[src/rtl/fetch_stage_pkg.sv]
// Shared pipeline definitions for the instruction-fetch stage.
//   XLEN               datapath width
//   RESET_PC_DEFAULT   PC loaded on reset
//   NOP_INSTR_DEFAULT  bubble instruction (addi x0,x0,0)
//   fetch_state_t      fetch FSM encoding
package fetch_stage_pkg;

    localparam int XLEN = 32;

    localparam logic [XLEN-1:0] RESET_PC_DEFAULT  = 32'h0000_0000;
    localparam logic [XLEN-1:0] NOP_INSTR_DEFAULT = 32'h0000_0013;

    typedef enum logic [1:0] {
        FS_FETCH = 2'd0,
        FS_WAIT  = 2'd1,
        FS_HOLD  = 2'd2,
        FS_DRAIN = 2'd3
    } fetch_state_t;

endpackage

[src/rtl/fetch_stage.sv]
// Instruction-fetch stage: owns the PC, issues one outstanding fetch at a
// time to instruction memory, buffers the returned word while the hazard
// unit stalls, and applies redirects from EX (discarding stale responses).
//
// Ports
//   clock, reset        single clock, synchronous active-high reset
//   StallF              1 = IF/ID not accepting, hold current instruction
//   PCSrcE, PCTargetE   redirect request and target from EX
//   imem_req_*          request channel (valid/ready, word-aligned address)
//   imem_rsp_*          response channel (single-cycle valid pulse + data)
//   InstrF, PCF,        instruction, its PC and PC+4 towards IF/ID
//   PCPlus4F
//   InstrValidF         InstrF holds a real fetched instruction
//
// state | meaning
// FETCH | request for pc presented, waiting for ready
// WAIT  | request for pc accepted, waiting for response
// HOLD  | buffer holds instruction at pc; prefetch pc+4 when not stalled
// DRAIN | stale request outstanding; drop its response, then fetch pc
module fetch_stage
    import fetch_stage_pkg::*;
#(
    parameter logic [XLEN-1:0] RESET_PC  = RESET_PC_DEFAULT,
    parameter logic [XLEN-1:0] NOP_INSTR = NOP_INSTR_DEFAULT
) (
    input  logic            clock,
    input  logic            reset,
    input  logic            StallF,
    input  logic            PCSrcE,
    input  logic [XLEN-1:0] PCTargetE,
    output logic            imem_req_valid,
    input  logic            imem_req_ready,
    output logic [XLEN-1:0] imem_addr,
    input  logic            imem_rsp_valid,
    input  logic [XLEN-1:0] imem_rsp_data,
    output logic [XLEN-1:0] InstrF,
    output logic [XLEN-1:0] PCF,
    output logic [XLEN-1:0] PCPlus4F,
    output logic            InstrValidF
);

    fetch_state_t    r_state;
    logic [XLEN-1:0] r_pc;
    logic [XLEN-1:0] r_buf;

    fetch_state_t    w_state_nxt;
    logic [XLEN-1:0] w_pc_nxt;
    logic [XLEN-1:0] w_buf_nxt;
    logic [XLEN-1:0] w_pc_plus4;
    logic [XLEN-1:0] w_target;
    logic            w_req_valid;
    logic [XLEN-1:0] w_addr;
    logic            w_instr_valid;
    logic [XLEN-1:0] w_instr;

    assign w_pc_plus4 = r_pc + 32'd4;
    // Masking keeps the target word aligned regardless of the low bits EX sends.
    assign w_target   = PCTargetE & ~32'h0000_0003;

    always_comb begin
        w_state_nxt   = r_state;
        w_pc_nxt      = r_pc;
        w_buf_nxt     = r_buf;
        w_req_valid   = 1'b0;
        w_addr        = r_pc;
        w_instr_valid = 1'b0;
        w_instr       = NOP_INSTR;

        case (r_state)
            FS_FETCH: begin
                w_req_valid = 1'b1;
                if (PCSrcE) begin
                    w_pc_nxt    = w_target;
                    w_buf_nxt   = NOP_INSTR;
                    // A request accepted in the redirect cycle is for the old pc.
                    w_state_nxt = imem_req_ready ? FS_DRAIN : FS_FETCH;
                end else if (imem_req_ready) begin
                    w_state_nxt = FS_WAIT;
                end
            end

            FS_WAIT: begin
                if (PCSrcE) begin
                    w_pc_nxt    = w_target;
                    w_buf_nxt   = NOP_INSTR;
                    // Response arriving now is the stale one; nothing left to drain.
                    w_state_nxt = imem_rsp_valid ? FS_FETCH : FS_DRAIN;
                end else if (imem_rsp_valid) begin
                    w_buf_nxt   = imem_rsp_data;
                    w_state_nxt = FS_HOLD;
                end
            end

            FS_HOLD: begin
                w_instr_valid = 1'b1;
                w_instr       = r_buf;
                // Prefetch address stays pc+4 while held so it cannot glitch
                // between a not-ready cycle and the following FETCH.
                w_addr        = w_pc_plus4;
                if (PCSrcE) begin
                    w_pc_nxt    = w_target;
                    w_buf_nxt   = NOP_INSTR;
                    w_state_nxt = FS_FETCH;
                end else if (!StallF) begin
                    w_req_valid = 1'b1;
                    w_pc_nxt    = w_pc_plus4;
                    w_state_nxt = imem_req_ready ? FS_WAIT : FS_FETCH;
                end
            end

            FS_DRAIN: begin
                if (PCSrcE) begin
                    w_pc_nxt  = w_target;
                    w_buf_nxt = NOP_INSTR;
                end
                if (imem_rsp_valid) begin
                    w_state_nxt = FS_FETCH;
                end
            end

            default: begin
                w_state_nxt = FS_FETCH;
            end
        endcase
    end

    always_ff @(posedge clock) begin
        if (reset) begin
            r_state <= FS_FETCH;
            r_pc    <= RESET_PC;
            r_buf   <= NOP_INSTR;
        end else begin
            r_state <= w_state_nxt;
            r_pc    <= w_pc_nxt;
            r_buf   <= w_buf_nxt;
        end
    end

    assign imem_req_valid = w_req_valid & ~reset;
    assign imem_addr      = w_addr;
    assign InstrF         = w_instr;
    assign InstrValidF    = w_instr_valid;
    assign PCF            = r_pc;
    assign PCPlus4F       = w_pc_plus4;

    // Memory must only respond while a request is outstanding.
    a_rsp_only_when_outstanding: assert property (
        @(posedge clock) disable iff (reset)
        !(imem_rsp_valid && (r_state == FS_FETCH || r_state == FS_HOLD))
    );

endmodule

[config.mk]
export PLATFORM = sky130hd
export DESIGN_NAME = fetch_stage
export DESIGN_NICKNAME = d
export VERILOG_FILES = /design/src/rtl/fetch_stage_pkg.sv /design/src/rtl/fetch_stage.sv
export SDC_FILE = /design/constraint.sdc
export NUM_CORES = 1
export LEC_CHECK = 0
export ABC_CLOCK_PERIOD_IN_PS = 2100
export CORE_ASPECT_RATIO = 1.5
export CORE_UTILIZATION = 38
export DETAILED_ROUTE_END_ITERATION = 8
export GPL_ROUTABILITY_DRIVEN = 0
export HOLD_SLACK_MARGIN = 0.06
export PLACE_DENSITY = 0.77
export SKIP_LAST_GASP = 1
export SYNTH_ARGS = -nofsm -noshare
export SYNTH_HDL_FRONTEND = slang
export SYNTH_SLANG_ARGS = --single-unit
[constraint.sdc]
create_clock -name clock -period 2.1 [get_ports clock]
set_input_delay 0.42 -clock clock [delete_from_list [all_inputs] [get_ports clock]]
set_output_delay 0.42 -clock clock [all_outputs]
set_load 0.02 [all_outputs]
Word level (Yosys, flattened, before mapping)
Cells that the tools add are included.
{"block": "word_totals", "regBits": 66, "in_bits": 70, "output_inout_bits": 130}
{"block": "op_classes", "addsub": 1, "n_eq_ne": 9, "muxes": 25, "n_bitwise": 2, "n_reduce_logical": 6}
{"op": "two-way mux 32 bit", "count": 8}
{"op": "one-hot mux 32 bit (2 select lines)", "count": 2}
{"op": "adder 32 x 3 -> 32 bit, second input constant", "count": 1}
{"op": "two-way mux 2 bit", "count": 9}
{"op": "!= test 3 bit, second input constant", "count": 3}
{"op": "one-hot mux 2 bit (4 select lines)", "count": 1}
{"op": "OR reduction 3 bit", "count": 2}
{"op": "== test 2 bit, second input constant", "count": 2}
{"op": "two-way mux 1 bit", "count": 4}
{"op": "!= test 2 x 1 -> 1 bit, second input constant", "count": 2}
{"op": "AND reduction 2 bit", "count": 2}
{"op": "AND reduction 4 bit", "count": 1}
{"op": "== test 2 x 1 -> 1 bit, second input constant", "count": 1}
{"op": "zero test 2 bit", "count": 1}
{"op": "!= test 2 bit, second input constant", "count": 1}
{"op": "one-hot mux 1 bit (2 select lines)", "count": 1}
{"op": "bitwise AND 1 bit", "count": 1}
{"op": "NOT 1 bit", "count": 1}

Longest topological paths before layout
{"block": "depth", "ltp_word": 4, "mapped_depth": 7, "mapped_depth_nobuf": 5}

Worst setup path after synthesis
Ideal clock, no wire load.
{"block": "synth_path", "path_kind": "register -> output", "startpoint": "register r_pc[10], in the netlist PCF[10]", "endpoint": "output imem_addr[27]", "arrival_ns": 2.145, "required_time_ns": 1.680, "slack_ns": -0.465, "path_stages_with_launch": 6, "n_path_buf": 1, "cell_sequence": "dfxtp_1 > buf_2 > nand4_1 > nor4_1 > nand4_1 > xnor2_1"}
{"block": "synth_via", "elab_chain_len": 2}
{"item": "start, declared", "line_no": "fetch_stage.sv:43", "rtl": "logic [XLEN-1:0] r_pc;"}
{"item": "start signal, assigned", "line_no": "fetch_stage.sv:134", "rtl": "r_pc <= w_pc_nxt;"}
{"item": "adder 32 x 3 -> 32 bit", "line_no": "fetch_stage.sv:56", "rtl": "assign w_pc_plus4 = r_pc + 32'd4;"}
{"item": "two-way mux 32 bit", "line_no": "fetch_stage.sv:69", "rtl": "case (r_state)"}
{"item": "end, declared", "line_no": "fetch_stage.sv:33", "rtl": "output logic [XLEN-1:0] imem_addr,"}
No other way between the ends.

Worst setup path after layout
{"block": "layout_path", "startpoint": "register r_pc[22], in the netlist PCF[22]", "endpoint": "output imem_addr[24]"}
Same word-level chain as after synthesis.

==> flow_summary.json <==
{
  "die_w_um": 89.45,
  "drt_iter0_markers": 422,
  "synth_area_leaders": "dfxtp_1 29%, nand2_1 7.8%, xor2_1 7.0%",
  "outcome": "finished with violations",
  "power_density_nw_per_um2": 489.3,
  "dp_hpwl_um": 12390,
  "via_per_inst": 5.727,
  "drive_above_1_share_pct": 42.74,
  "yosys_warnings": 0,
  "finish.utilization_pct": 77.61,
  "ys.flop_type": "dfxtp_1",
  "fin_crit_sh_pct": 126.7,
  "cp.arrival_ns": 2.24,
  "vias": 5893,
  "grt_pass1_wl_um": 29740,
  "place_ws_ns": -0.4512,
  "synth-edff-count": 0,
  "hold_class": "reg -> reg",
  "antenna_found_initial": 0,
  "skew_ns": 0.01142,
  "critPathTopFamily": "simple AND/OR/NAND/NOR gates",
  "holdBufCountCts": 0,
  "top_level_ports": 200,
  "slew_violations": 0,
  "htree_levels": 3,
  "diodes": 0,
  "synth_cell_type_count": 48,
  "cp.buffers_inverters": 2,
  "initial_core_util_pct": 39.22,
  "multiInputGateArea_um2": 3493,
  "dp_cells": 970,
  "cp_max_fo": 9,
  "grt_max_degree": 37,
  "min_period_ns": 2.660,
  "crit_path_frequent_cell": "buf_4",
  "drv_cap": 0,
  "rows": 47,
  "rsz0062_at_grt": "yes",
  "die-area_um2": 11910,
  "synth_area_um2": 4359,
  "grt.total_usage_pct": 32.79,
  "insertion_delay_ns": 0.34,
  "crit_required_ns": 1.68,
  "crit_chain": "buf_4 > nand4_1 > nor4_4 > xor2_1 > buf_4",
  "synthArstFlopShare_pct": 0,
  "regArea_um2": 1354,
  "synth.ff_latch_count": 64,
  "worstMarginPinSlew_ns": 0.5406,
  "area_delta_synth_final_pct": 97.88,
  "syn_area_per_cell_um2": 7.568,
  "first_global_vias": 5894,
  "port_buffers": 191,
  "post_dp_cell_area_um2": 7335,
  "fillCellCount": 685,
  "cts_tree": "done",
  "cts_inserted_buffers": 9,
  "mostFrequentLayoutCell": "buf_4",
  "synth_top_area_share_pct": 29.39,
  "overflow": 0,
  "final_cell_mix": "161 x buf_4, 98 x clkdlybuf4s50_1, 83 x nand2_1",
  "setup_tns_ns": -11.39,
  "synthCells": 576,
  "yosys.area.top_type": "dfxtp_1",
  "max_stage_delay_ns": 0.58,
  "root_buffer": "clkbuf_16",
  "routed_wl_um": 21840,
  "p_leak_nw": 3.816,
  "clkSinkCount": 64,
  "setup_viol": 51,
  "path_class": "reg -> out",
  "cpMaxStageDelayCell": "nor4_4",
  "clkTransAtPathRegs_ns": 0.06,
  "coreArea_um2": 11110,
  "wl_per_cell_um": 21.22,
  "nets": 948,
  "slew_headroom_pct": 63.96,
  "postRouteAntennaNets": 0,
  "setup_slack_ns": -0.5599,
  "post-route-drc-count": 0,
  "instances_no_fill": 1029,
  "violations": "setup timing",
  "critPathLaunchType": "flip-flop",
  "end_kind": "output pin",
  "ir_drop_v": 0.0004318,
  "clockBufferDepth": 2,
  "die_h_um": 133.2,
  "hold_viol_final": 0,
  "design_area_um2": 8626,
  "fmax_ghz": 0.3760,
  "ys_seq_area_share_pct": 29.39,
  "dr.pass1.iters": 6
}
==> cell usage after synthesis, types with 14 or more instances <==
| cell | instances |
|---|---|
| a21oi_1 | 33 |
| nor2_1 | 47 |
| nor3_1 | 19 |
| nand4_1 | 16 |
| a311oi_1 | 15 |
| clkbuf_1 | 30 |
| nand2_1 | 91 |
| buf_6 | 14 |
| and2_1 | 29 |
| xor2_1 | 35 |
| nand3_1 | 22 |
| dfxtp_1 | 64 |
| xnor2_1 | 34 |
==> state kept, by name, indices dropped and copies added (netlist names) <==
signal,count
PCF,30
r_buf,32
r_state,2
==> cell families (layout without fill, tap and decap cells) <==
kind of cell / count (synthesis) / count (layout) / synth area share, %
AOI/OAI and AO/OA: 84 / 84 / 12.92
buffers and inverters: 80 / 381 / 10.56
xor gates and xnor gates: 69 / 69 / 13.86
other: 1 / 6 / 0.08603
DFF: 64 / 64 / 29.39
and+or+nand+nor: 277 / 277 / 32.89
adders and majority gates: 1 / 1 / 0.2870
==> where the power goes <==
| part | internal (W) | leakage, nW | total, W | switching [W] |
|---|---|---|---|---|
| clock | 0.00107 | 0.162 | 0.00166 | 0.000595 |
| sequential | 0.00127 | 0.537 | 0.00133 | 0.0000634 |
| combinational | 0.000570 | 3.12 | 0.00123 | 0.000659 |
==> layout make-up <==
cell class,instances,area share [%]
Inverter,11,0.5077
Sequential cell,64,15.69
Tap cell,147,2.132
Timing Repair Buffer,354,37.28
Multi-Input combinational cell,437,40.50
Clock inverter,5,0.6963
Clock buffer,11,3.191
==> routing by layer <==
layer	track usage [%]	vias to the layer above	routed length, um
met2	57.76	389	11310
met5	0	-	0
met1	31.94	2808	7431
li1	-	2576	-
met4	21.69	0	1312
met3	9.913	120	1787
==> repair_timing <==
item                                    CTS  global route
pin swaps                                52            58
endpoints found under the setup margin   94            98
buffers inserted                         28            16
gates cloned                              0             2
resized for setup                       384           135
==> path summary, 6_finish.rpt <==
kind / startpoint / end / slack (ns) / cells past startpoint
hold / removal: r_buf[23] / r_buf[23] / 0.45 / 2
hold reg to reg: r_buf[23] / r_buf[23] / 0.45 / 2
setup reg to reg: PCF[17] / PCF[29] / -0.12 / 7
setup / recovery: PCF[22] / imem_addr[24] / -0.56 / 5
==> per-stage QoR <==
| step | total power, W | hold slack [ns] |
|---|---|---|
| 2_1_floorplan | 0.001931 | 0.4296 |
| 3_3_place_gp | 0.002442 | 0.4382 |
| 3_5_place_dp | 0.002469 | 0.4418 |
| 4_1_cts | 0.004111 | 0.4494 |
| 5_1_grt | 0.004361 | 0.4634 |
| 6_report | 0.004221 | 0.4479 |
==> worst register-to-register path, delay by kind of cell (launching register included) <==
| kind | cells | cell delay [ns] |
|---|---|---|
| DFF | 1 | 0.36 |
| AOI/OAI and AO/OA | 1 | 0.21 |
| and+or+nand+nor | 3 | 1.11 |
| buffers and inverters | 3 | 0.45 |
No activity file was read; power rests on OpenSTA's default activity.
